### config.mk
export PLATFORM = sky130hd
export DESIGN_NAME = fir_stream_sequencer
export DESIGN_NICKNAME = d
export VERILOG_FILES = /design/src/rtl/fir_stream_sequencer.sv
export SDC_FILE = /design/constraint.sdc
export NUM_CORES = 1
export LEC_CHECK = 0
export ABC_AREA = 0
export BUFFER_PORTS_ARGS = -buffer_cell sky130_fd_sc_hd__buf_2
export CORE_UTILIZATION = 45
export CTS_CLUSTER_DIAMETER = 150
export DETAILED_ROUTE_END_ITERATION = 16
export GPL_TIMING_DRIVEN = 0
export PLACE_DENSITY = 0.75
export SLEW_MARGIN = 25
export SYNTH_ARGS = -nofsm -noshare
export SYNTH_HDL_FRONTEND = slang
export SYNTH_SLANG_ARGS = --single-unit
### constraint.sdc
create_clock -name M_AXI_ACLK -period 3.25 [get_ports M_AXI_ACLK]
set_input_delay 0.4875 -clock M_AXI_ACLK [delete_from_list [all_inputs] [get_ports M_AXI_ACLK]]
set_output_delay 0.4875 -clock M_AXI_ACLK [all_outputs]
set_load 0.02 [all_outputs]
### src/rtl/fir_stream_sequencer.sv
// fir_stream_sequencer: drives the FIR peripheral register map over the simple bus.
// Define FIR_SEQ_CLR_EN to zero the input ring buffer after coefficient load.
module fir_stream_sequencer #(
   parameter int ADDR_W = 14,
   parameter int DATA_W = 32,
   parameter int MAX_TAPS = 61,
   parameter int POLL_LIMIT = 255,
   parameter logic [ADDR_W-1:0] IN_BASE = 14'h0000,
   parameter logic [ADDR_W-1:0] COEF_BASE = 14'h0800,
   parameter logic [ADDR_W-1:0] RES_ADDR = 14'h1000,
   parameter logic [ADDR_W-1:0] DONE_ADDR = 14'h1004,
   parameter logic [ADDR_W-1:0] SIZE_ADDR = 14'h1008
) (
   input  logic              M_AXI_ACLK,
   input  logic              M_AXI_ARESETN,
   input  logic              cfg_start,
   input  logic [6:0]        cfg_taps,
   input  logic [15:0]       coef_tdata,
   input  logic              coef_tvalid,
   output logic              coef_tready,
   input  logic [15:0]       s_tdata,
   input  logic              s_tvalid,
   output logic              s_tready,
   output logic [15:0]       m_tdata,
   output logic              m_tvalid,
   input  logic              m_tready,
   output logic              busy,
   output logic              err,
   output logic [ADDR_W-1:0] wrAddr,
   output logic [DATA_W-1:0] wrData,
   output logic              wr,
   input  logic              wrDone,
   output logic [ADDR_W-1:0] rdAddr,
   output logic              rd,
   input  logic [DATA_W-1:0] rdData,
   input  logic              rdDone
);

   localparam int PW = $clog2(POLL_LIMIT + 1);
   localparam logic [6:0] MAX_T = 7'(MAX_TAPS);
   localparam logic [PW-1:0] PLAST = PW'(POLL_LIMIT - 1);

   typedef enum logic [3:0] {
      IDLE,
      SIZE,
      COEF,
`ifdef FIR_SEQ_CLR_EN
      CLR,
`endif
      RUN,
      SAMP,
      POLL,
      RES,
      OUT
   } state_t;

   state_t state, state_nx;
   logic [6:0] taps, taps_nx;
   logic [6:0] idx, idx_nx;
   logic [6:0] k, k_nx;
   logic [PW-1:0] poll, poll_nx;
   logic pend_wr, pend_wr_nx;
   logic pend_rd, pend_rd_nx;
   logic wr_nx, rd_nx;
   logic [ADDR_W-1:0] wr_addr_nx, rd_addr_nx;
   logic [DATA_W-1:0] wr_data_nx;
   logic [15:0] m_tdata_nx;
   logic m_tvalid_nx, err_nx, busy_nx;
   logic coef_tready_nx, s_tready_nx;
   logic wr_done, rd_done, cfg_ok;

   function automatic logic [ADDR_W-1:0] ofs(input logic [6:0] i);
      return ADDR_W'({i, 2'b00});
   endfunction

   function automatic logic [DATA_W-1:0] sext(input logic [15:0] v);
      return {{(DATA_W-16){v[15]}}, v};
   endfunction

   // Done strobes only count while we actually own a transaction
   assign wr_done = wrDone && pend_wr;
   assign rd_done = rdDone && pend_rd;
   assign cfg_ok = cfg_start && (state == IDLE || state == RUN);

   always_comb begin
      state_nx = state;
      taps_nx = taps;
      idx_nx = idx;
      k_nx = k;
      poll_nx = poll;
      pend_wr_nx = pend_wr;
      pend_rd_nx = pend_rd;
      wr_nx = 1'b0;
      rd_nx = 1'b0;
      wr_addr_nx = wrAddr;
      wr_data_nx = wrData;
      rd_addr_nx = rdAddr;
      m_tdata_nx = m_tdata;
      m_tvalid_nx = m_tvalid;
      err_nx = err;
      unique case (state)
         IDLE: begin
         end
         SIZE: begin
            if (wr_done) begin
               pend_wr_nx = 1'b0;
               idx_nx = 7'd0;
               state_nx = COEF;
            end
         end
         COEF: begin
            if (pend_wr) begin
               if (wrDone) begin
                  pend_wr_nx = 1'b0;
                  if (idx == taps - 7'd1) begin
                     k_nx = 7'd0;
`ifdef FIR_SEQ_CLR_EN
                     idx_nx = 7'd0;
                     wr_nx = 1'b1;
                     wr_addr_nx = IN_BASE;
                     wr_data_nx = '0;
                     pend_wr_nx = 1'b1;
                     state_nx = CLR;
`else
                     state_nx = RUN;
`endif
                  end else begin
                     idx_nx = idx + 7'd1;
                  end
               end
            end else if (coef_tvalid && coef_tready) begin
               wr_nx = 1'b1;
               wr_addr_nx = COEF_BASE + ofs(idx);
               wr_data_nx = sext(coef_tdata);
               pend_wr_nx = 1'b1;
            end
         end
`ifdef FIR_SEQ_CLR_EN
         CLR: begin
            if (wr_done) begin
               pend_wr_nx = 1'b0;
               if (idx == taps - 7'd1) begin
                  state_nx = RUN;
               end else begin
                  idx_nx = idx + 7'd1;
                  wr_nx = 1'b1;
                  wr_addr_nx = IN_BASE + ofs(idx + 7'd1);
                  wr_data_nx = '0;
                  pend_wr_nx = 1'b1;
               end
            end
         end
`endif
         RUN: begin
            if (s_tvalid && s_tready && !cfg_start) begin
               wr_nx = 1'b1;
               wr_addr_nx = IN_BASE + ofs(k);
               wr_data_nx = sext(s_tdata);
               pend_wr_nx = 1'b1;
               state_nx = SAMP;
            end
         end
         SAMP: begin
            if (wr_done) begin
               pend_wr_nx = 1'b0;
               k_nx = (k == taps - 7'd1) ? 7'd0 : k + 7'd1;
               poll_nx = '0;
               rd_nx = 1'b1;
               rd_addr_nx = DONE_ADDR;
               pend_rd_nx = 1'b1;
               state_nx = POLL;
            end
         end
         POLL: begin
            if (rd_done) begin
               pend_rd_nx = 1'b0;
               if (rdData != '0) begin
                  rd_nx = 1'b1;
                  rd_addr_nx = RES_ADDR;
                  pend_rd_nx = 1'b1;
                  state_nx = RES;
               end else if (poll == PLAST) begin
                  // filter never finished: drop this sample
                  poll_nx = poll + PW'(1);
                  err_nx = 1'b1;
                  state_nx = RUN;
               end else begin
                  poll_nx = poll + PW'(1);
                  rd_nx = 1'b1;
                  rd_addr_nx = DONE_ADDR;
                  pend_rd_nx = 1'b1;
               end
            end
         end
         RES: begin
            if (rd_done) begin
               pend_rd_nx = 1'b0;
               m_tdata_nx = rdData[15:0];
               m_tvalid_nx = 1'b1;
               state_nx = OUT;
            end
         end
         OUT: begin
            if (m_tready) begin
               m_tvalid_nx = 1'b0;
               state_nx = RUN;
            end
         end
         default: state_nx = IDLE;
      endcase
      if (cfg_ok) begin
         if (cfg_taps == 7'd0 || cfg_taps > MAX_T) begin
            err_nx = 1'b1;
            state_nx = IDLE;
         end else begin
            err_nx = 1'b0;
            taps_nx = cfg_taps;
            wr_nx = 1'b1;
            wr_addr_nx = SIZE_ADDR;
            wr_data_nx = DATA_W'(cfg_taps);
            pend_wr_nx = 1'b1;
            state_nx = SIZE;
         end
      end
      coef_tready_nx = (state_nx == COEF) && !pend_wr_nx;
      s_tready_nx = (state_nx == RUN);
      busy_nx = (state_nx != IDLE);
   end

   always_ff @(posedge M_AXI_ACLK or negedge M_AXI_ARESETN) begin
      if (!M_AXI_ARESETN) begin
         state <= IDLE;
         taps <= '0;
         idx <= '0;
         k <= '0;
         poll <= '0;
         pend_wr <= 1'b0;
         pend_rd <= 1'b0;
         wr <= 1'b0;
         rd <= 1'b0;
         wrAddr <= '0;
         wrData <= '0;
         rdAddr <= '0;
         m_tdata <= '0;
         m_tvalid <= 1'b0;
         err <= 1'b0;
         busy <= 1'b0;
         coef_tready <= 1'b0;
         s_tready <= 1'b0;
      end else begin
         state <= state_nx;
         taps <= taps_nx;
         idx <= idx_nx;
         k <= k_nx;
         poll <= poll_nx;
         pend_wr <= pend_wr_nx;
         pend_rd <= pend_rd_nx;
         wr <= wr_nx;
         rd <= rd_nx;
         wrAddr <= wr_addr_nx;
         wrData <= wr_data_nx;
         rdAddr <= rd_addr_nx;
         m_tdata <= m_tdata_nx;
         m_tvalid <= m_tvalid_nx;
         err <= err_nx;
         busy <= busy_nx;
         coef_tready <= coef_tready_nx;
         s_tready <= s_tready_nx;
      end
   end

endmodule

Word-level counts from Yosys, hierarchy flattened. Cells that the tools add are included. W data, S select, Z words.

Register bits: 118. Latch bits: 0. Bits in writable memories: 0. Memory bits (read-only): 0. Input bits: 79. Output and inout port bits: 83. Word-level logic and storage cells: 159. Memories kept: 0.

Add/sub/neg operators: 5. Multiply operators: 0. Divide/modulo/power cells: 0. $lt $le $gt $ge: 1. Equal/unequal tests: 24. Shift operators: 0. Mux-type cells: 77. Bitwise logic cells: 1. Reduce and logical (&&, ||, !) cells: 33.

Operators with widths (count): $mux W32 (5); $mux W14 (9); $pmux W32 S2 (1); $mux W7 (9); $pmux W14 S2 (2); $mux W4 (12); $pmux W4 S8 (1); $reduce_bool A32 Y1 (1); $pmux W7 S2 (2); $mux W1 (27); $mux W8 (3); $ne A2 B2 Y1 const B (11); $eq A4 B2 Y1 const B (4); $eq A4 B3 Y1 const B (4); $pmux W8 S2 (1); $reduce_and A4 Y1 (4); $add A7 B1 Y7 const B (2); $eq A7 B7 Y1 (2); $reduce_bool A2 Y1 (7); $add A12 B9 Y13 const A (1); $reduce_and A5 Y1 (2); $add A8 B1 Y8 const B (1); $eq A8 B8 Y1 const B (1); $gt A7 B6 Y1 const B (1); 16 further kinds (28).

Logic depth before layout (Yosys ltp).
Depth in word-level cells: 9. Mapped depth: 11. Depth with buffers taken out: 9.

Least setup slack after synthesis. Ideal clock, no wire load.

Path kind: flip-flop to flip-flop. From: register taps[0]. To: register k[4]. Data arrival time: 2278 ps. Required time: 3124 ps. Path slack: 846 ps. Stages on the path, launching flop included: 12. Period minus slack after synthesis: 2404 ps. Cells stage by stage: dfrtp_1 clkbuf_1 inv_1 ha_1 xnor2_1 a311o_1 a21oi_1 o211ai_1 o21a_1 buf_6 and3_1 a221o_1.

Cells in the longest elaborated chain, start to end: 5.

Ends and longest elaborated chain: start: declaration (line 58) `logic [6:0] taps, taps_nx;`; start signal: assignment (line 252) `taps <= taps_nx;`; $sub A7 B1 Y7 * (line 115, 166); $eq A7 B7 Y1 (line 166) `k_nx = (k == taps - 7'd1) ? 7'd0 : k + 7'd1;`; $mux W7 (line 166); $mux W7 (line 164) `if (wr_done) begin`; $pmux W7 S2 (line 101) `unique case (state)`; end signal: assignment (line 254) `k <= k_nx;`; end: declaration (line 60) `logic [6:0] k, k_nx;`.

Every way passes the cells marked *; elsewhere a longest branch is shown, timed or not. The select of a mux whose other input is x is not followed. A chain may end at the register's enable or synchronous reset.

Worst setup path after layout.
From: register state[0]. To: register s_tready.

Cells in the longest elaborated chain, start to end: 6.

Ends and longest elaborated chain: start: declaration (line 57) `state_t state, state_nx;`; start signal: assignment (line 251) `state <= state_nx;`; $mux W4, on equally long branches (line 182, 115); $mux W4, on equally long branches (line 177, 113); $mux W4, on equally long branches (line 175, 112); $pmux W4 S8 (line 101); $mux W4 * (line 211) `if (cfg_ok) begin`; via state_nx[0] (line 57); $eq A4 B2 Y1 * (line 226) `s_tready_nx = (state_nx == RUN);`; via s_tready_nx (line 69) `logic coef_tready_nx, s_tready_nx;`; end signal: assignment (line 268) `s_tready <= s_tready_nx;`; end: declaration (line 23) `output logic s_tready,`.

The timed path passes the listed nets; every way through them passes the cells marked *.

==> impl_metrics.toml <==
[worst_setup_path]
arrival_ns = 3.10
cp-start-kind = "register"
crit_path_end_kind = "register"
cp_max_fo = 10
r2r_cells = 8
crit_required_ns = 3.52
criticalPathCategory = "register to register"

[drt]
drtIter0Drc = 382
routedWlPerCell_um = 16.58
ant_nets = 0
routed_wl_mm = 13.22
num_vias = 4491
drc = 0
first_pass_iters = 6
avgViaCountPerCell = 5.635

[global_routing]
grt_max_degree = 57
grt_usage_pct = 23.47
antenna_found_initial = 0
grt_pass1_vias = 4356
overflow = 0
grt_pass1_wl_mm = 21.21

[cts]
cts.sinks = 106
hold_buffers = 0
h-tree-depth = 3
numCtsBuffers = 9
cts_setup_buffers = 0
cts_buffer_depth = 2
ctsResizeCount = 0
tritoncts = "yes"
clk_pin_slew_ns = 0.07
clk-insertion-delay-late_ns = 0.35
root_buffer = "clkbuf_16"

[timing]
rsz0062_at_grt = "no"
period_minus_slack_ns = 2.826
timing.slew.headroom_pct = 35.85
period_share_pct = 86.95
max_freq_mhz = 353.9
setup_viol = 0
finClkSkew_ns = 0.008102
hold_ws_ns = 0.07011
fin_tns_setup_ns = 0
finalHoldViolCount = 0
worstMarginPinSlew_ns = 0.9549
drv_slew = 0

[floorplanning]
die_h_um = 108.8
core_um2 = 10980
dieWidth_um = 108.8
fp-row-count = 38
dieArea_um2 = 11830
io_pins = 162
initial_core_util_pct = 46.71

[power_and_ir_drop]
power_density_nw_per_um2 = 443.8
power_leakage_uw = 0.003302
max-vdd-ir-drop_v = 0.0003450

[yosys]
synth_largest_area_cell = "dfrtp_1"
ys_seq_area_share_pct = 51.71
synth_top_family_by_area = "simple AND/OR/NAND/NOR gates"
ys.flop_type = "dfrtp_1"
yosysWarnings = 0
synth-edff-count = 0
synth_simple_gate_area_share_pct = 17.10
synth_mux_area_share_pct = 3.732
netlist_instances = 480
synth_common_cells = "dfrtp_1 (106), nor2_1 (48), nand2_1 (33), a222oi_1 (22), clkbuf_1 (21)"
yosysMostFrequentCell = "dfrtp_1"
synth-compound-area-share_pct = 15.22
avgSynthCellArea_um2 = 10.69
synth_area_um2 = 5130
ys_ff_latch = 106
ys_async_sr_fraction_pct = 100.0
synth_top_area_share_pct = 51.71
synth.area.top_cells = "dfrtp_1 (52%), a222oi_1 (4.3%), mux2_2 (3.7%), nor2_1 (3.5%), xnor2_1 (2.7%)"
synthXorXnorAreaFrac_pct = 5.805
ys_types = 61
synth_fa_ha_area_share_pct = 1.220

[final_layout]
num_antenna_cells = 0
nFillCells = 952
final_layout_size_suffix_gt1_share_pct = 32.57
syn2layout_area_growth_pct = 25.10
fin_nets = 737

[worst_hold_path]
hp-class = "primary input to asynchronous set/reset pin"

[placed_design]
dp_hpwl_mm = 10.02
numPortBuffers = 149
gp_congestion = 0.9250

[status]
outcome = "finished clean"

[job]
maxCapViolations = 0
-- where the power goes --
group | total (uW) | switching (uW) | internal, uW
sequential | 1380 | 26.6 | 1360
combinational | 413 | 230 | 183
clock | 1050 | 518 | 535
-- critical path, stage by stage (launching register included) --
cell and delay (ns):
dfrtp_1 0.38, buf_6 0.14, xnor2_1 0.25, and3_1 0.30, nor4b_1 0.50, clkbuf_1 0.43, nor2_1 0.11, o31ai_1 0.47
nor2b_1 0.19
-- cells by family after synthesis --
group | count (synthesis)
mux | 17
buf+inv | 50
flops | 106
xor+xnor | 30
simple gates | 169
other cells | 1
compound gates | 102
fa+ha+maj | 5
-- registers in the layout, summed over array words and instances (netlist names), 2 cells and up --
| signal | cells |
|---|---|
| k | 7 |
| rdAddr | 2 |
| wrData | 32 |
| state | 4 |
| idx | 7 |
| wrAddr | 14 |
| taps | 7 |
| poll | 8 |
| m_tdata | 16 |
-- cell type report --
type,count,area (um^2),share of cell area (%)
sequential,106,2653,41.33
inverter,8,30.03,0.4679
buffer,42,234.0,3.646
timing repair buffer,150,779.5,12.15
clock buffer,9,225.2,3.509
tap,140,175.2,2.730
multi-input combinational,336,2263,35.27
clock inverter,6,57.56,0.8969
-- stage by stage --
stage          cell area, um^2  total power, uW  util [%]  std cells  setup slack (ns)
3_3_place_gp              6096             1799     55.50        781            0.4977
6_report                  6417             2848     58.43        797            0.4241
5_1_grt                   6417             2970     58.43        797            0.2939
2_1_floorplan             5175             1666         -        492            0.8461
3_5_place_dp              6135             1818     55.86        782            0.4867
4_1_cts                   6417             2871     58.43        797            0.4738
-- cells in the final DEF (no fill, tap or decap), types with 11 or more instances in the layout --
master and n:
a222oi_1 22, xor2_1 11, nand3_1 15, nor2_1 48, nor3_1 13, xnor2_1 16
dfrtp_1 106, mux2_2 17, o21ai_0 11, conb_1 13, o21a_1 18, buf_4 13
clkbuf_1 21, nand2_1 33, a21oi_1 14, buf_2 152
-- layer usage --
layer  GRT usage, %  share of wire [%]
met1          30.17                 43
met2          39.42                 49
met3          4.363                6.6
met4          8.784                1.7
met5              0                  0
-- final timing paths --
check,from,endpoint,slack (ns)
worst min register to register,rdAddr[12]$_DFFE_PN0P_,rdAddr[12]$_DFFE_PN0P_,0.48
min in group M_AXI_ACLK,coef_tdata[12],wrData[12]$_DFF_PN0_,0.39
worst min-delay path,M_AXI_ARESETN,poll[3]$_DFFE_PN0P_,0.07
max in group asynchronous,M_AXI_ARESETN,k[1]$_DFFE_PN0P_,2.55
worst max-delay path,state[0]$_DFF_PN0_,s_tready$_DFF_PN0_,0.42
worst max register to register,state[0]$_DFF_PN0_,s_tready$_DFF_PN0_,0.42
Power figures use the tool's default switching activity.
